### src/rtl/gated_current_unit.sv
// gated_current_unit
// Computes one Hodgkin-Huxley style channel current per request:
//     I = G_MAX * x^POW * (V - E_REV)
// in signed Q(W-FRAC).FRAC fixed point, using one shared saturating multiplier
// that is stepped through a small FSM (IDLE -> POWR -> GAIN -> DRIVE -> HOLD).
//
// Ports
//   clk        in   clock, all state changes on the rising edge
//   rst_n      in   asynchronous active-low reset
//   in_valid   in   V and x are presented
//   in_ready   out  a request is accepted this cycle (IDLE with no pending result)
//   V          in   membrane potential, signed W bits
//   x          in   gating variable (n, m or h), signed W bits
//   out_valid  out  I_out / out_sat hold a result
//   out_ready  in   consumer takes the result
//   I_out      out  computed current, signed W bits
//   out_sat    out  any step of this result saturated
module gated_current_unit #(
    parameter int W     = 16,
    parameter int FRAC  = 8,
    parameter int POW   = 4,
    parameter int G_MAX = 9216,
    parameter int E_REV = -3072
) (
    input  logic                clk,
    input  logic                rst_n,
    input  logic                in_valid,
    output logic                in_ready,
    input  logic signed [W-1:0] V,
    input  logic signed [W-1:0] x,
    output logic                out_valid,
    input  logic                out_ready,
    output logic signed [W-1:0] I_out,
    output logic                out_sat
);

    localparam int unsigned CW = 3;

    localparam logic [2:0] S_IDLE  = 3'd0;
    localparam logic [2:0] S_POWR  = 3'd1;
    localparam logic [2:0] S_GAIN  = 3'd2;
    localparam logic [2:0] S_DRIVE = 3'd3;
    localparam logic [2:0] S_HOLD  = 3'd4;

    localparam logic signed [W-1:0]   MAX_Q = {1'b0, {(W-1){1'b1}}};
    localparam logic signed [W-1:0]   MIN_Q = {1'b1, {(W-1){1'b0}}};
    localparam logic signed [2*W-1:0] P_MAX = (2*W)'(MAX_Q);
    localparam logic signed [2*W-1:0] P_MIN = (2*W)'(MIN_Q);
    localparam logic signed [W-1:0]   G_Q   = W'(G_MAX);
    localparam logic signed [W-1:0]   E_Q   = W'(E_REV);

    // Saturating fixed-point multiply; returns {saturated, result}.
    function automatic logic [W:0] mul_sat(input logic signed [W-1:0] a,
                                           input logic signed [W-1:0] b);
        logic signed [2*W-1:0] p;
        p = (2*W)'(a) * (2*W)'(b);
        p = p >>> FRAC;
        if (p > P_MAX)      mul_sat = {1'b1, MAX_Q};
        else if (p < P_MIN) mul_sat = {1'b1, MIN_Q};
        else                mul_sat = {1'b0, p[W-1:0]};
    endfunction

    logic [2:0]          r_state, w_state_nxt;
    logic signed [W-1:0] r_acc, w_acc_nxt;
    logic signed [W-1:0] r_d, w_d_nxt;
    logic signed [W-1:0] r_x, w_x_nxt;
    logic                r_sat, w_sat_nxt;
    logic [CW-1:0]       r_cnt, w_cnt_nxt;
    logic signed [W-1:0] r_i_out, w_i_out_nxt;
    logic                r_out_sat, w_out_sat_nxt;
    logic                r_out_valid, w_out_valid_nxt;
    logic                r_in_ready, w_in_ready_nxt;

    logic signed [W:0]   w_sub;
    logic                w_sub_sat;
    logic signed [W-1:0] w_sub_q;
    logic signed [W-1:0] w_mul_b;
    logic [W:0]          w_mul;

    // V - E_REV at W+1 bits, clamped back to W bits
    always_comb begin
        w_sub     = {V[W-1], V} - {E_Q[W-1], E_Q};
        w_sub_sat = (w_sub[W] != w_sub[W-1]);
        if (w_sub_sat) w_sub_q = w_sub[W] ? MIN_Q : MAX_Q;
        else           w_sub_q = w_sub[W-1:0];
    end

    // Second multiplier operand depends on which step is running
    always_comb begin
        w_mul_b = r_x;
        if (r_state == S_GAIN)  w_mul_b = G_Q;
        if (r_state == S_DRIVE) w_mul_b = r_d;
        w_mul = mul_sat(r_acc, w_mul_b);
    end

    // State register and datapath registers
    always_ff @(posedge clk or negedge rst_n) begin
        if (!rst_n) begin
            r_state     <= S_IDLE;
            r_acc       <= '0;
            r_d         <= '0;
            r_x         <= '0;
            r_sat       <= 1'b0;
            r_cnt       <= '0;
            r_i_out     <= '0;
            r_out_sat   <= 1'b0;
            r_out_valid <= 1'b0;
            r_in_ready  <= 1'b1;
        end else begin
            r_state     <= w_state_nxt;
            r_acc       <= w_acc_nxt;
            r_d         <= w_d_nxt;
            r_x         <= w_x_nxt;
            r_sat       <= w_sat_nxt;
            r_cnt       <= w_cnt_nxt;
            r_i_out     <= w_i_out_nxt;
            r_out_sat   <= w_out_sat_nxt;
            r_out_valid <= w_out_valid_nxt;
            r_in_ready  <= w_in_ready_nxt;
        end
    end

    // Next-state and next-output logic
    always_comb begin
        w_state_nxt     = r_state;
        w_acc_nxt       = r_acc;
        w_d_nxt         = r_d;
        w_x_nxt         = r_x;
        w_sat_nxt       = r_sat;
        w_cnt_nxt       = r_cnt;
        w_i_out_nxt     = r_i_out;
        w_out_sat_nxt   = r_out_sat;
        w_out_valid_nxt = r_out_valid;
        w_in_ready_nxt  = r_in_ready;
        case (r_state)
            S_IDLE: begin
                if (in_valid && r_in_ready) begin
                    w_d_nxt        = w_sub_q;
                    w_sat_nxt      = w_sub_sat;
                    w_acc_nxt      = x;
                    w_x_nxt        = x;
                    w_cnt_nxt      = CW'(POW - 1);
                    w_in_ready_nxt = 1'b0;
                    w_state_nxt    = (POW > 1) ? S_POWR : S_GAIN;
                end
            end
            S_POWR: begin
                w_acc_nxt = w_mul[W-1:0];
                w_sat_nxt = r_sat | w_mul[W];
                w_cnt_nxt = r_cnt - CW'(1);
                if (r_cnt == CW'(1)) w_state_nxt = S_GAIN;
            end
            S_GAIN: begin
                w_acc_nxt   = w_mul[W-1:0];
                w_sat_nxt   = r_sat | w_mul[W];
                w_state_nxt = S_DRIVE;
            end
            S_DRIVE: begin
                w_i_out_nxt     = w_mul[W-1:0];
                w_out_sat_nxt   = r_sat | w_mul[W];
                w_out_valid_nxt = 1'b1;
                w_state_nxt     = S_HOLD;
            end
            S_HOLD: begin
                if (out_ready) begin
                    w_out_valid_nxt = 1'b0;
                    w_in_ready_nxt  = 1'b1;
                    w_state_nxt     = S_IDLE;
                end
            end
            default: begin
                w_state_nxt     = S_IDLE;
                w_out_valid_nxt = 1'b0;
                w_in_ready_nxt  = 1'b1;
            end
        endcase
    end

    assign in_ready  = r_in_ready;
    assign out_valid = r_out_valid;
    assign I_out     = r_i_out;
    assign out_sat   = r_out_sat;

endmodule

### config.mk
export PLATFORM = sky130hd
export DESIGN_NAME = gated_current_unit
export DESIGN_NICKNAME = d
export VERILOG_FILES = /design/src/rtl/gated_current_unit.sv
export SDC_FILE = /design/constraint.sdc
export NUM_CORES = 1
export LEC_CHECK = 0
export ABC_AREA = 1
export ABC_CLOCK_PERIOD_IN_PS = 7400
export CORE_MARGIN = 1.5
export CORE_UTILIZATION = 55
export DETAILED_ROUTE_END_ITERATION = 12
export GPL_TIMING_DRIVEN = 1
export PLACE_DENSITY_LB_ADDON = 0.08
export SETUP_SLACK_MARGIN = 0.4
export SKIP_LAST_GASP = 1
export SLEW_MARGIN = 20
export SYNTH_ARGS = -nofsm -noshare
export SYNTH_HDL_FRONTEND = slang
export SYNTH_SLANG_ARGS = --single-unit
export TNS_END_PERCENT = 20
### constraint.sdc
create_clock -name clk -period 7.4 [get_ports clk]
set_input_delay 0.74 -clock clk [delete_from_list [all_inputs] [get_ports clk]]
set_output_delay 0.74 -clock clk [all_outputs]
set_load 0.01 [all_outputs]
==> Word level (Yosys, flattened, before mapping) <==
Cells that the tools add are included.
{ "word_totals": {"mem_bits_ro": 0, "regBits": 74, "mem_bits_rw": 0, "latch_bits": 0, "memories": 0, "inputBits": 36, "elab_cells": 61} }
{ "classes": {"add_sub_neg": 2, "order_cmp": 2, "div_mod_pow": 0, "n_eq_ne": 9, "mux": 21, "multipliers": 1, "n_bitwise": 3, "reduce_logical": 13, "shifts": 0} }
{ "ops": {"columns": ["cell", "count"], "rows": [
  ["$mux W16", 5],
  ["$mux W17", 2],
  ["$mul A16 B16 Y32", 1],
  ["$pmux W16 S2", 1],
  ["$gt A24 B16 Y1 const B", 1],
  ["$lt A24 B16 Y1 const B", 1],
  ["$sub A16 B13 Y17 const B", 1],
  ["$pmux W3 S5", 1],
  ["$mux W3", 4],
  ["$reduce_and A2 Y1", 4],
  ["$eq A3 B1 Y1 const B", 2],
  ["$eq A3 B2 Y1 const B", 2],
  ["$ne A2 B2 Y1 const B", 3],
  ["$pmux W1 S3", 2],
  ["$pmux W3 S2", 1],
  ["$reduce_and A3 Y1", 2],
  ["$reduce_or A3 Y1", 2],
  ["$mux W1", 4],
  ["$reduce_bool A2 Y1", 2],
  ["$eq A3 B3 Y1 const B", 1],
  ["$logic_not A3 Y1", 1],
  ["$sub A3 B1 Y3 const B", 1],
  ["$not A1 Y1", 2],
  ["$pmux W1 S2", 1],
  ["4 further kinds", 4]
]} }

==> Logic depth before layout (Yosys ltp) <==
{ "logic_depth": {"depth_word": 9, "depth_mapped": 40, "mapped_depth_nobuf": 37} }

==> Worst setup path after synthesis <==
No wires, ideal clock.
{ "synth_timing": {"kind": "register -> register", "start": "register r_state[0]", "end": "register r_sat", "arrival_ps": 6847, "stages_incl_launch_ff": 33, "slack_ps": 436, "n_path_buf": 4, "synth_period_minus_slack_ps": 6964, "cell_sequence": "dfrtp_1 > nor2_1 > nand2_1 > nand2_1 > clkbuf_1 > o22ai_1 > clkbuf_1 > nand2_1 > fa_1 > inv_1 > fa_1 > fa_1 > fa_1 > fa_1 > inv_1 > fa_1 > inv_1 > ha_1 > clkbuf_1 > nand2_1 > nor2_1 > inv_1 > nor4_1 > nand2_2 > nand2_1 > nand2_1 > nand2_1 > nand3_1 > nand2_2 > buf_6 > nand3_1 > nand2_1 > nand2_1"} }
{ "synth_via": {"elab_chain_cells": 9, "elab_cells_between_ends": 17, "cone_classes": "1 x mul; 2 x order compare; 4 x eq/ne; 5 x mux; 1 x bitwise; 4 x reduce/logical"} }
{ "synth_rtl": {"columns": ["element", "line_no", "source"], "rows": [
  ["start: declaration", "63", "logic [2:0] r_state, w_state_nxt;"],
  ["start signal: assignment", "110", "r_state <= w_state_nxt;"],
  ["$eq A3 B2 Y1", "91, 135", null],
  ["$mux W16", "91", "if (r_state == S_GAIN) w_mul_b = G_Q;"],
  ["$mux W16", "92", "if (r_state == S_DRIVE) w_mul_b = r_d;"],
  ["$mul A16 B16 Y32", "56", "p = (2*W)'(a) * (2*W)'(b);"],
  ["$lt A24 B16 Y1", "59", "else if (p < P_MIN) mul_sat = {1'b1, MIN_Q};"],
  ["$mux W17", "59", null],
  ["$mux W17", "58", "if (p > P_MAX) mul_sat = {1'b1, MAX_Q};"],
  ["$or A1 B1 Y1", "149, 155", null],
  ["$pmux W1 S2", "135", "case (r_state)"],
  ["end signal: assignment", "114", "r_sat <= w_sat_nxt;"],
  ["end: declaration", "67", "logic r_sat, w_sat_nxt;"]
]} }
Parallel ways exist; a longest one is shown, timed or not.
A chain may end at the register's enable or synchronous reset.

==> Worst setup path in the final report <==
{ "layout_timing": {"start": "register r_state[2]", "end": "register r_acc[1]"} }
{ "layout_via": {"elab_chain_cells": 8, "elab_cells_between_ends": 16, "cone_classes": "1 x mul; 2 x order compare; 4 x eq/ne; 5 x mux; 4 x reduce/logical"} }
{ "layout_rtl": {"columns": ["element", "line_no", "source"], "rows": [
  ["$eq A3 B2 Y1", "91, 135", null],
  ["$mux W16", "91", null],
  ["$mux W16", "92", null],
  ["$mul A16 B16 Y32", "56", null],
  ["$lt A24 B16 Y1", "59", null],
  ["$mux W17", "59", null],
  ["$mux W17", "58", null],
  ["$pmux W16 S2", "135", null],
  ["end signal: assignment", "111", "r_acc <= w_acc_nxt;"],
  ["end: declaration", "64", "logic signed [W-1:0] r_acc, w_acc_nxt;"]
]} }
Parallel ways exist; a longest one is shown, timed or not.

==> Implementation_results.wiki <==
{| class="wikitable"
! Metric !! Value
|-
| Reg2reg end || r_acc[1]
|-
| Total iterations of the first detailed-routing run || 5
|-
| Violation count after the first detailed-route iteration || 1116
|-
| Post-synthesis cell type count || 42
|-
| Hold violation count in the final report || 0
|-
| Final Net Count || 2225
|-
| F_max || 143 MHz
|-
| Critical Path Source || r_state[2]
|-
| Initial antenna violation count || 1
|-
| Maximum level of the CTS H-tree || 3
|-
| Required time worst endpoint || 7.61 ns
|-
| Number of global-route vias before repair || 11837
|-
| Hold crit path type || register to register
|-
| Category of the most critical setup path || register to register
|-
| Antenna-violating nets left || 0
|-
| Crit end category || register
|-
| Aggregate routed wire length || 42200 um
|-
| Chip height || 160 um
|-
| Placed cells || 2116
|-
| Post-Syn Area || 0.0136 mm^2
|-
| HPWL Detailed || 33800 um
|-
| Number of sinks driven by the clock tree || 74
|-
| Slew @ Worst Pin || 0.957 ns
|-
| Sequential-to-total area share from yosys stat || 13.7%
|-
| Worst R2R Start || r_state[2]
|-
| Total CTS buffers || 9
|-
| Number of slew-limit violations in the final report || 0
|-
| Grt total ovfl || 0
|-
| Final Instance Count excl. Fillers || 2175
|-
| Maximum number of pins on one net before global-route repair || 75
|-
| Clock Skews || 0.0139 ns
|-
| Gate count after technology mapping || 1707
|-
| Latest clock arrival within the worst-skew pair || 0.34 ns
|-
| CP peak stage delay || 0.57 ns
|-
| R2R setup slack || 0.40 ns
|-
| Worst setup path endpoint || r_acc[1]
|-
| Core ar. || 0.0242 mm^2
|-
| Post-DR wirelength/cell || 19.4 um
|-
| Synth Net Count || 2086
|-
| Width of the chip || 160 um
|-
| Count of port buffers added during placement || 54
|-
| Final routed DRC violation total || 0
|-
| Setup repair after global routing missed its margin || yes
|-
| Most numerous cell on the critical path || sky130_fd_sc_hd__nand2_1
|-
| Proportion of layout cells with a drive suffix above 1 || 18.1%
|-
| Ys Warns || 0
|-
| Final antenna diode count || 0
|-
| Arrival time reported for the critical path endpoint || 7.22 ns
|-
| Number of cell instances on the worst register-to-register path || 33
|-
| Type of origin of the critical path || register
|-
| Vias per Instance || 5.38
|-
| Wire length of the first global-routing pass || 65300 um
|-
| Average instance area after synthesis || 7.95 um^2
|-
| Total number of vias || 11695
|-
| Initial core utilization || 56.0%
|-
| Placer's final routability congestion estimate || 0.985
|-
| Full die area || 0.0256 mm^2
|-
| Site Rows || 57
|-
| Clock root buffer master || sky130_fd_sc_hd__clkbuf_16
|-
| Post-route fraction of the period consumed by the critical path || 94.6%
|-
| Crit Path Max Fanout || 8
|-
| P&R area growth vs syn || 22.5%
|-
| Global-route total usage across every layer || 33.5%
|-
| Post-route minimum period || 7.00 ns
|-
| Status || completed
|-
| Hold buffer count at CTS || 0
|-
| Largest buffer count on any clock path || 2
|-
| CTS tree || yes
|-
| Count of max-cap constraint violations || 0
|-
| Final count of negative-setup-slack endpoints || 0
|-
| Top-Level Pins || 55
|-
| Crit-path slowest cell || sky130_fd_sc_hd__fa_2
|-
| Number of synthesized register bits || 74
|-
| Commonest non-fill, non-tap cell in the layout || sky130_fd_sc_hd__inv_1
|-
| Highest-count cells in the layout ignoring fill and taps || sky130_fd_sc_hd__inv_1, sky130_fd_sc_hd__nand2_1, sky130_fd_sc_hd__fa_1
|-
| Max-slew headroom at the worst pin || 36.2%
|-
| Clock slew at reported path FFs || 0.06 ns
|}
==> sequential cells by signal (all words and copies together) (netlist names) <==
| name | flops |
|---|---|
| r_sat | 1 |
| I_out | 16 |
| out_valid | 1 |
| r_d | 16 |
| r_cnt | 3 |
| r_state | 3 |
| r_x | 16 |
| r_acc | 16 |
| out_sat | 1 |
| in_ready | 1 |
==> synthesized netlist by cell type <==
master	number	share of area [%]
sky130_fd_sc_hd__ha_1	82	7.6
sky130_fd_sc_hd__dfstp_2	1	0.19
sky130_fd_sc_hd__nand3_2	1	0.074
sky130_fd_sc_hd__and3_1	2	0.092
sky130_fd_sc_hd__a21o_1	5	0.28
sky130_fd_sc_hd__clkbuf_2	1	0.037
sky130_fd_sc_hd__xor2_2	1	0.12
sky130_fd_sc_hd__inv_2	1	0.028
sky130_fd_sc_hd__or2_2	3	0.14
sky130_fd_sc_hd__o21bai_1	4	0.22
sky130_fd_sc_hd__xor2_1	17	1.1
sky130_fd_sc_hd__inv_1	429	12
sky130_fd_sc_hd__nand3b_1	1	0.055
sky130_fd_sc_hd__clkbuf_1	36	1.0
sky130_fd_sc_hd__nand3_1	23	0.85
sky130_fd_sc_hd__xnor2_1	12	0.77
sky130_fd_sc_hd__nor3_1	5	0.18
sky130_fd_sc_hd__nand4_1	3	0.14
sky130_fd_sc_hd__buf_4	1	0.055
sky130_fd_sc_hd__a2bb2oi_1	3	0.19
sky130_fd_sc_hd__nor2_1	183	5.1
sky130_fd_sc_hd__o22ai_1	14	0.65
sky130_fd_sc_hd__nand2_1	381	11
sky130_fd_sc_hd__nand2_2	8	0.37
sky130_fd_sc_hd__buf_1	8	0.22
sky130_fd_sc_hd__a31oi_1	10	0.46
sky130_fd_sc_hd__o21a_1	5	0.28
sky130_fd_sc_hd__and2_0	1	0.046
sky130_fd_sc_hd__a21boi_0	15	0.83
sky130_fd_sc_hd__a21oi_2	2	0.13
sky130_fd_sc_hd__clkinv_1	5	0.14
sky130_fd_sc_hd__nor4_1	4	0.18
sky130_fd_sc_hd__buf_2	2	0.074
sky130_fd_sc_hd__dfrtp_1	73	13
sky130_fd_sc_hd__a21oi_1	61	2.2
sky130_fd_sc_hd__a22oi_1	1	0.055
sky130_fd_sc_hd__nand2_4	1	0.083
sky130_fd_sc_hd__o21ai_2	1	0.065
sky130_fd_sc_hd__o21ai_0	37	1.4
sky130_fd_sc_hd__nand3_4	1	0.13
sky130_fd_sc_hd__fa_1	261	39
sky130_fd_sc_hd__buf_6	2	0.17
==> repair_timing <==
| item | in CTS | in global routing |
|---|---|---|
| pin swaps | 4 | 75 |
| hold endpoints to repair | 0 | 0 |
| gates resized for setup | 54 | 190 |
| gates cloned | 1 | 4 |
| buffers inserted | 4 | 34 |
| endpoints found under the setup margin | 33 | 33 |
==> worst min-delay path by stage <==
stage	startpoint	to	slack (ns)	depth (start not counted)
3_5_place_dp	r_d[15]	r_d[15]	0.46	2
6_report	r_d[15]	r_d[15]	0.48	2
5_1_grt	I_out[0]	I_out[0]	0.50	2
3_3_place_gp	r_x[0]	r_x[0]	0.46	2
2_1_floorplan	rst_n	I_out[0]	0.44	0
4_1_cts	r_d[15]	r_d[15]	0.48	2
==> final cells by class <==
| cell class | count | area, um^2 |
|---|---|---|
| Clock inverter | 6 | 90.1 |
| Timing Repair Buffer | 177 | 1690 |
| Fill cell | 2044 | 7620 |
| Inverter | 435 | 1650 |
| Tap cell | 324 | 405 |
| Multi-Input combinational cell | 1149 | 10700 |
| Sequential cell | 74 | 1850 |
| Clock buffer | 10 | 229 |
==> layer usage <==
layer	part of all wire [%]	GRT usage (%)	wire length (um)	vias up
met5	0	0	0	-
met4	4.4	12.6	1860	0
met3	8.5	6.55	3580	119
met2	45	49.8	18800	501
met1	43	48.9	17900	5805
li1	-	-	-	5270
==> cell families after synthesis <==
family                   synth area share [%]
buffers and inverters                    13.6
adder cells (fa/ha/maj)                  46.1
flip-flops                               13.7
AO/OA/AOI/OAI                            6.77
AND/OR/NAND/NOR                          17.9
XOR/XNOR                                 1.99
==> worst max-delay path, delay by kind of cell, from the launching register on <==
kind / cells / cell delay, ns
AOI/OAI and AO/OA: 4 / 0.70
DFF: 1 / 0.43
xor gates and xnor gates: 1 / 0.21
and+or+nand+nor: 12 / 1.07
adders and majority gates: 7 / 3.35
buffers and inverters: 9 / 1.12
==> per-stage QoR <==
stage                     setup WS (ns)  TNS (ns)  util, %  hold slack [ns]  area [um^2]
after global placement           0.0598         0     61.9            0.457        15000
after global routing              0.121         0     68.6            0.504        16600
final                             0.396         0     68.6            0.482        16600
after floorplan                   0.436         0        -            0.437        13600
after detailed placement        -0.0912     -1.66     61.9            0.463        15000
after CTS                         0.400         0     64.2            0.480        15600
Power is not shown: default switching activity piles up to over one toggle a cycle in this logic, so the estimate is an artifact.
